===== config.mk =====
export PLATFORM = sky130hd
export DESIGN_NAME = vector_pixel_streamer_flat
export DESIGN_NICKNAME = d
export VERILOG_FILES = /design/src/rtl/vector_pixel_streamer_if.sv /design/src/rtl/vector_pixel_streamer.sv /design/src/flat_wrapper.sv
export SDC_FILE = /design/constraint.sdc
export NUM_CORES = 1
export LEC_CHECK = 0
export ABC_CLOCK_PERIOD_IN_PS = 3350
export BUFFER_PORTS_ARGS = -buffer_cell sky130_fd_sc_hd__clkbuf_2
export CAP_MARGIN = 20
export CORE_MARGIN = 2
export CORE_UTILIZATION = 45
export CTS_CLUSTER_DIAMETER = 40
export DETAILED_ROUTE_END_ITERATION = 8
export PLACE_DENSITY = 0.67
export SYNTH_ARGS = -nofsm -noshare
export SYNTH_HDL_FRONTEND = slang
export SYNTH_SLANG_ARGS = --single-unit

===== constraint.sdc =====
create_clock -name CLK -period 3.35 [get_ports CLK]
set_input_delay 0.67 -clock CLK [delete_from_list [all_inputs] [get_ports CLK]]
set_output_delay 0.67 -clock CLK [all_outputs]
set_load 0.005 [all_outputs]

===== src/rtl/vector_pixel_streamer_if.sv =====
// Read port between the pixel streamer and vector data memory.
// The streamer drives the request and address; memory returns the 8-lane word one cycle later.
interface vector_pixel_streamer_if #(
    parameter int N      = 20,
    parameter int ADDR_W = 16
);
    logic              rd_en;
    logic [ADDR_W-1:0] rd_addr;
    logic [8*N-1:0]    rd_data;

    modport master (output rd_en, output rd_addr, input rd_data);
    modport slave  (input rd_en, input rd_addr, output rd_data);
endinterface


===== src/rtl/vector_pixel_streamer.sv =====
// Prefetches 8-lane image words and serialises lane low bytes into one greyscale pixel per VGA strobe.
// Latency: colour 1 cycle after pix_en; read data expected 1 cycle after rd_en.
// Backpressure: fetches stall when FIFO occupancy plus the in-flight word reaches FIFO_DEPTH.
module vector_pixel_streamer #(
    parameter int N          = 20,
    parameter int IMG_W      = 160,
    parameter int IMG_H      = 120,
    parameter int FIFO_DEPTH = 4,
    parameter int ADDR_W     = 16
) (
    input  logic                    CLK,
    input  logic                    reset,
    input  logic                    frame_start,
    input  logic                    pix_en,
    input  logic [9:0]              hcount,
    input  logic [9:0]              vcount,
    vector_pixel_streamer_if.master mem,
    output logic [7:0]              color,
    output logic                    underflow
);
    localparam int WORDS = IMG_W * IMG_H / 8;
    localparam int CNT_W = $clog2(WORDS + 1);
    localparam int PTR_W = $clog2(FIFO_DEPTH);

    localparam logic [1:0] S_IDLE = 2'd0;
    localparam logic [1:0] S_FILL = 2'd1;
    localparam logic [1:0] S_RUN  = 2'd2;

    localparam logic [CNT_W-1:0] WORDS_C   = CNT_W'(WORDS);
    localparam logic [PTR_W:0]   DEPTH_C   = (PTR_W + 1)'(FIFO_DEPTH);
    localparam logic [PTR_W+1:0] DEPTH_OCC = (PTR_W + 2)'(FIFO_DEPTH);
    localparam logic [9:0]       IMG_W_C   = 10'(IMG_W);
    localparam logic [9:0]       IMG_H_C   = 10'(IMG_H);

    logic [1:0]        state;
    logic [63:0]       fifo_mem [FIFO_DEPTH];
    logic [PTR_W-1:0]  wr_ptr;
    logic [PTR_W-1:0]  rd_ptr;
    logic [PTR_W:0]    count;
    logic              inflight;
    logic [2:0]        lane_ptr;
    logic [CNT_W-1:0]  fetch_cnt;
    logic [CNT_W-1:0]  consume_cnt;
    logic [ADDR_W-1:0] rd_addr_q;

    logic [63:0]       push_word;
    logic [PTR_W+1:0]  occupancy;
    logic              active;
    logic              in_win;
    logic              fifo_empty;
    logic              issue;
    logic              push;
    logic              pix_req;
    logic              pop;
    logic [7:0]        head_byte;
    logic              unused_lane_bits;

    // Only the low byte of each lane is kept; the rest of the lane is greyscale-irrelevant.
    always_comb begin
        push_word = '0;
        for (int k = 0; k < 8; k++) begin
            push_word[k*8 +: 8] = mem.rd_data[k*N +: 8];
        end
    end

    assign unused_lane_bits = ^mem.rd_data;

    // A word returning in a frame_start cycle belongs to the old frame and is dropped.
    assign push = inflight && !frame_start;

    always_comb begin
        active     = (state == S_FILL) || (state == S_RUN);
        in_win     = (hcount < IMG_W_C) && (vcount < IMG_H_C);
        fifo_empty = (count == '0);
        occupancy  = {1'b0, count} + {{(PTR_W + 1){1'b0}}, inflight};
        issue      = reset && !frame_start && active &&
                     (fetch_cnt < WORDS_C) && (occupancy < DEPTH_OCC);
        pix_req    = pix_en && !frame_start && (state == S_RUN) && in_win;
        pop        = pix_req && !fifo_empty && (lane_ptr == 3'd7);
        head_byte  = fifo_mem[rd_ptr][{lane_ptr, 3'b000} +: 8];
    end

    assign mem.rd_en   = issue;
    assign mem.rd_addr = rd_addr_q;

    always_ff @(posedge CLK) begin
        if (reset && push) begin
            fifo_mem[wr_ptr] <= push_word;
        end
    end

    always_ff @(posedge CLK) begin
        if (!reset) begin
            state       <= S_IDLE;
            wr_ptr      <= '0;
            rd_ptr      <= '0;
            count       <= '0;
            inflight    <= 1'b0;
            lane_ptr    <= 3'd0;
            fetch_cnt   <= '0;
            consume_cnt <= '0;
            rd_addr_q   <= '0;
            color       <= 8'd0;
            underflow   <= 1'b0;
        end else if (frame_start) begin
            state       <= S_FILL;
            wr_ptr      <= '0;
            rd_ptr      <= '0;
            count       <= '0;
            inflight    <= 1'b0;
            lane_ptr    <= 3'd0;
            fetch_cnt   <= '0;
            consume_cnt <= '0;
            rd_addr_q   <= '0;
            if (pix_en) begin
                color <= 8'd0;
            end
        end else begin
            inflight <= issue;
            if (issue) begin
                rd_addr_q <= rd_addr_q + 1'b1;
                fetch_cnt <= fetch_cnt + 1'b1;
            end
            if (push) begin
                wr_ptr <= wr_ptr + 1'b1;
            end
            unique case ({push, pop})
                2'b10:   count <= count + 1'b1;
                2'b01:   count <= count - 1'b1;
                default: ;
            endcase

            if (pix_en) begin
                if (pix_req && !fifo_empty) begin
                    color    <= head_byte;
                    lane_ptr <= lane_ptr + 1'b1;
                    if (pop) begin
                        rd_ptr      <= rd_ptr + 1'b1;
                        consume_cnt <= consume_cnt + 1'b1;
                    end
                end else begin
                    color <= 8'd0;
                    if (pix_req) begin
                        underflow <= 1'b1;
                    end
                end
            end

            unique case (state)
                S_FILL: if ((count == DEPTH_C) || (fetch_cnt == WORDS_C)) state <= S_RUN;
                S_RUN:  if (pop && (consume_cnt == WORDS_C - 1'b1)) state <= S_IDLE;
                default: ;
            endcase
        end
    end
endmodule


===== src/flat_wrapper.sv =====
// flat-port wrapper written by rule: the top's interface ports become plain ports
module vector_pixel_streamer_flat 
#(
    parameter int N          = 20,
    parameter int IMG_W      = 160,
    parameter int IMG_H      = 120,
    parameter int FIFO_DEPTH = 4,
    parameter int ADDR_W     = 16
)
  (CLK, reset, frame_start, pix_en, hcount, vcount, color, underflow, mem_rd_en, mem_rd_addr, mem_rd_data);
  vector_pixel_streamer_if #(.N(N), .ADDR_W(ADDR_W)) mem_i ();
  input  logic CLK;
  input  logic reset;
  input  logic frame_start;
  input  logic pix_en;
  input  logic [9:0] hcount;
  input  logic [9:0] vcount;
  output logic [7:0] color;
  output logic underflow;
  output wire logic [$bits(mem_i.rd_en)-1:0] mem_rd_en;
  output wire logic [$bits(mem_i.rd_addr)-1:0] mem_rd_addr;
  input wire logic [$bits(mem_i.rd_data)-1:0] mem_rd_data;
  assign mem_rd_en = mem_i.rd_en;
  assign mem_rd_addr = mem_i.rd_addr;
  assign mem_i.rd_data = mem_rd_data;
  vector_pixel_streamer #(.N(N), .IMG_W(IMG_W), .IMG_H(IMG_H), .FIFO_DEPTH(FIFO_DEPTH), .ADDR_W(ADDR_W)) u_core (.CLK(CLK), .reset(reset), .frame_start(frame_start), .pix_en(pix_en), .hcount(hcount), .vcount(vcount), .mem(mem_i), .color(color), .underflow(underflow));
endmodule

---- Word level (Yosys, flattened, before mapping) ----
Memories as Yosys holds them, arrays and structs flattened. A register that Yosys moved wholly into a read port is not among the register bits.
Cells that the tools add are included.
operators by class
  equality and inequality tests ........... 12
  muxes and demuxes ....................... 13
  reduce and logical (&&, ||, !) cells .... 27
  add/subtract/negate cells ............... 9
  shift operators ......................... 1
  $lt $le $gt $ge ......................... 4
  bitwise logic cells ..................... 3
operators with widths
  cell                                                 count
  variable part select 64 x 7 -> 8 bit                 1
  two-way mux 8 bit                                    4
  adder 12 x 1 -> 12 bit, second input constant        2
  equality test 12 bit, second input constant          2
  adder 16 x 1 -> 16 bit, second input constant        1
  logical AND 1 bit                                    13
  < comparator 12 bit, second input constant           1
  < comparator 10 x 7 -> 1 bit, second input constant  1
  < comparator 10 x 8 -> 1 bit, second input constant  1
  AND reduction 3 bit                                  3
  two-way mux 2 bit                                    4
  adder 3 x 1 -> 3 bit, second input constant          2
  equality test 3 bit, second input constant           2
  != test 3 bit, second input constant                 2
  case mux 3 bit (2 select lines)                      1
  adder 2 x 1 -> 2 bit, second input constant          2
  adder 3 x 1 -> 4 bit                                 1
  equality test 2 x 1 -> 1 bit, second input constant  2
  equality test 2 bit, second input constant           2
  < comparator 4 x 3 -> 1 bit, second input constant   1
  != test 2 bit, second input constant                 2
  case mux 2 bit (2 select lines)                      1
  AND reduction 4 bit                                  1
  nonzero test 2 bit                                   2
  other kinds (9)                                      15
storage, ports and cells
  memories ................................ 1
  RAM bits ................................ 256
  flip-flop bits (word level) ............. 62
  bits of input ports ..................... 184
  word-level logic and storage cells ...... 82
  output and inout bits ................... 26
memories
  name             depth  width  read ports  clocked after Yosys merged registers in  wr ports  line                         text
  u_core.fifo_mem  4      64     1           1                                        1         vector_pixel_streamer.sv:36  logic [63:0] fifo_mem [FIFO_DEPTH];

---- Logic depth before layout (Yosys ltp) ----
  word-level depth ........................ 10
  mapped depth ............................ 12
  mapped depth without buffers ............ 11

---- Worst setup path before layout ----
Ideal clock, no wire load.
  kind .................................... input-to-reg
  start ................................... input port reset
  end ..................................... memory u_core.fifo_mem[0][0], enable pin
  setup time .............................. 0.429 ns
  stages .................................. 4
  data required time ...................... 2.921 ns
  buffers on the path ..................... 2
  slack ................................... -0.110 ns
  data arrival time ....................... 3.031 ns
  path through ............................ buf_2 > nor2b_1 > clkbuf_1 > and3_1
on the way
  word-level cells in the longest chain between the ends .. 3
RTL lines
  item                                     line                         text
  start, declared                          flat_wrapper.sv:13           input logic reset;
  logical AND 1 bit                        vector_pixel_streamer.sv:87  if (reset && push) begin
  two-way mux 1 bit                        vector_pixel_streamer.sv:87
  two-way mux 1 bit (implied by the code)  vector_pixel_streamer.sv:88  fifo_mem[wr_ptr] <= push_word;
  end, declared                            vector_pixel_streamer.sv:36
No other way between the ends.

---- Final worst setup path ----
  start ................................... register u_core.state[0]
  end ..................................... output port mem_rd_en
on the way
  word-level cells in the longest chain between the ends .. 5
RTL lines
  item                                                                        line                          text
  start, declared                                                             vector_pixel_streamer.sv:35   logic [1:0] state;
  start signal, assigned                                                      vector_pixel_streamer.sv:94   state <= S_IDLE;
  start signal, assigned                                                      vector_pixel_streamer.sv:106  state <= S_FILL;
  start signal, assigned                                                      vector_pixel_streamer.sv:150  S_FILL: if ((count == DEPTH_C) || (fetch_cnt == WORDS_C)) state <= S_RUN;
  equality test 2 x 1 -> 1 bit / equality test 2 bit (equally long branches)  vector_pixel_streamer.sv:72   active = (state == S_FILL) || (state == S_RUN);
  logical OR 1 bit (*)                                                        vector_pixel_streamer.sv:72
  logical AND 1 bit (*) (2 in series)                                         vector_pixel_streamer.sv:76   issue = reset && !frame_start && active &&
  logical AND 1 bit (*)                                                       vector_pixel_streamer.sv:77   (fetch_cnt < WORDS_C) && (occupancy < DEPTH_OCC);
  end, declared                                                               flat_wrapper.sv:20            output wire logic [$bits(mem_i.rd_en)-1:0] mem_rd_en;
Every way passes the cells marked *; elsewhere a longest branch is shown, timed or not.

==> results_dict.tcl <==
set metrics [dict create \
    netlist_top_cells_count "edfxtp_1, mux4_2, dfxtp_1" \
    hp-class "input pin to register" \
    cts_setup_buffers 0 \
    reg2reg_depth 11 \
    yosysWarnings 0 \
    dieArea_sq_um 29800 \
    crit_type "register to output port" \
    cts.sinks 320 \
    synth_seq_cells 320 \
    gp_congestion 0.730 \
    dp.cells 1204 \
    cts_root_buf "clkbuf_16" \
    area_delta_synth_final_pct 20.0 \
    grt_use_met1_pct 22.3 \
    r2r-start "u_core.state[0]" \
    met3_usage_pct 3.78 \
    dp_hpwl_um 15000 \
    p_total_mw 9.07 \
    rsz0062_at_grt "false" \
    synthTopCellsByArea "edfxtp_1, mux4_2, dfxtp_1, xnor2_1, a211oi_1" \
    r2r-end "u_core.count[2]" \
    core_sq_um 27900 \
    drc_errors 0 \
    dr.pass1.iters 5 \
    maxCapViolCount 0 \
    start_util_pct 45.9 \
    final_cells 1280 \
    worstSetupPathDepth 6 \
    p_leak_nw 5.08 \
    rows 61 \
    post-route-util_pct 55.1 \
    grt_overflow 0 \
    regToRegSetupSlack_ns 0.65 \
    max_freq_mhz 337 \
    synth_cells 736 \
    ys_seq_area_share_pct 70.1 \
    clk_pin_slew_ns 0.06 \
    synth_cell_types 42 \
    clock_path_buffers 3 \
    worst_pin_slew_ns 0.918 \
    min_from "mem_rd_data[66]" \
    max_slew_margin_pct 38.3 \
    async_reset_ff_share_pct 0 \
    die_x_um 173 \
    ctsHoldBuffers 0 \
    cp_cell_sequence "inv_1, ha_1, nor4b_2, nand2_1, a21oi_2, clkbuf_2" \
    start_kind "register" \
    top_usage_layer "met2" \
    numPortBuffers 105 \
    cts_htree_levels 2 \
    yosysTopAreaCell "edfxtp_1" \
    synth_area_sq_um 12800 \
    critPathMaxStageDelay_ns 0.37 \
    skew_ns 0.0195 \
    cp_max_fo 5 \
    crit_slowest_cell "dfxtp_1" \
    finalCritPeriodShare_pct 88.5 \
    io_pins 210 \
    ir_drop_mv 0.514 \
    antenna_left 0 \
    tns_ns 0 \
    endpoint_kind "output port" \
    grt_use_total_pct 16.9 \
    crit_family "simple AND/OR/NAND/NOR gates" \
    die_h_um 173 \
    wl_per_cell_um 19.4 \
    timing.final.crit_period_ns 2.96 \
    syn-num-nets 934 \
    powerDensity_nw_per_um2 591 \
    cts_buffers 42 \
    synth_edf_count 256 \
    vias_per_cell 5.38 \
    drt_iter0_markers 479 \
    finalSetupViolations 0 \
    synth_top_area_share_pct 60.1 \
    diodes 0 \
    cts_tree "built" \
    avgSynthCellArea_sq_um 17.4 \
    grt_pass1_vias 7012 \
    grt_max_degree 65 \
    grtUsageMet2_pct 28.0 \
    critPathBufInv 2 \
    required_ns 2.68 \
    clock_latency_ns 0.54 \
    worstHoldPathCells 1 \
    drt_wl_total_um 24800 \
    holdPathEnd "u_core.fifo_mem[3][30]" \
    status "completed" \
    antenna_found_initial 1 \
    ys.flop_type "edfxtp_1" \
    hold_viol 0 \
    critPathArrivalTime_ns 2.29 \
    cts-resized-gates 0 \
    synth_most_common_cell "edfxtp_1" \
    drive_gt1_share_pct 30.4 \
    fin_nets 1068 \
    vias 6885 \
    slew_violations 0 \
    grt_pass1_wl_um 39300 \
]
[power breakdown]
group | leakage (nW) | internal, mW | total, mW | switching [mW]
clock | 0.713 | 2.87 | 4.59 | 1.72
sequential | 2.82 | 4.31 | 4.32 | 0.0100
combinational | 1.55 | 0.0716 | 0.171 | 0.0990
[worst max path at each step]
| stage | start | endpoint | slack [ns] |
|---|---|---|---|
| 5_1_grt | u_core.state[0] | mem_rd_en | 0.22 |
| 6_report | u_core.state[0] | mem_rd_en | 0.39 |
| 2_1_floorplan | hcount[9] | u_core.count[2] | 0.53 |
| 3_3_place_gp | frame_start | u_core.count[2] | 0.47 |
| 3_5_place_dp | frame_start | u_core.count[2] | 0.39 |
| 4_1_cts | u_core.state[0] | mem_rd_en | 0.21 |
[cell families after synthesis]
logic type | share of synthesized area [%]
XOR/XNOR | 2.12
AND/OR/NAND/NOR | 6.78
flip-flops | 70.1
AO/OA/AOI/OAI | 3.72
adder cells (fa/ha/maj) | 1.43
buffers and inverters | 1.80
multiplexers | 14.0
[registers in the layout, summed over array words and instances (netlist names), 3 cells and up, named ones only]
register and flops:
u_core.color 8, u_core.consume_cnt 12, u_core.count 3, u_core.fetch_cnt 12
u_core.fifo_mem 256, u_core.lane_ptr 3, u_core.mem.rd_addr 16
[metrics by stage]
stage | area (sq um) | hold slack (ns) | setup slack [ns]
6_report | 15400 | 0.349 | 0.386
3_3_place_gp | 13900 | 0.445 | 0.473
5_1_grt | 15400 | 0.338 | 0.217
4_1_cts | 15300 | 0.325 | 0.213
2_1_floorplan | 12800 | 0.461 | 0.532
3_5_place_dp | 13900 | 0.457 | 0.389
[worst register-to-register path, delay by kind of cell (launching register included)]
family / cells / cell delay (ns)
AND/OR/NAND/NOR: 4 / 1.03
buffers and inverters: 2 / 0.12
adder cells (fa/ha/maj): 3 / 0.81
AO/OA/AOI/OAI: 1 / 0.16
XOR/XNOR: 1 / 0.16
flip-flops: 1 / 0.33
[layout make-up]
class,instances,area [sq um]
Multi-Input combinational cell,366,3600
Clock inverter,23,283
Sequential cell,320,8970
Timing Repair Buffer,126,783
Fill cell,2180,12500
Clock buffer,53,1190
Tap cell,378,473
Inverter,14,52.6
[routing by layer]
| layer | vias to the layer above | wire (um) |
|---|---|---|
| met2 | 166 | 12300 |
| li1 | 3219 | - |
| met3 | 40 | 1370 |
| met1 | 3458 | 10600 |
| met4 | 2 | 504 |
| met5 | - | 13 |
[placed cells by master (no fill, tap or decap), types with 14 or more instances in the layout]
cell type / Yosys / final
mux4_2: 72 / 72
edfxtp_1: 256 / 256
nand4_1: 15 / 15
clkbuf_16: 0 / 45
dfxtp_1: 64 / 62
nand2_1: 27 / 27
xnor2_1: 25 / 25
a211oi_1: 25 / 25
inv_1: 14 / 14
nor2b_1: 18 / 18
nor2_1: 46 / 46
mux2i_1: 17 / 17
clkbuf_2: 0 / 105
nand3_1: 15 / 15
Note: power is estimated with default switching activity, not from simulation.
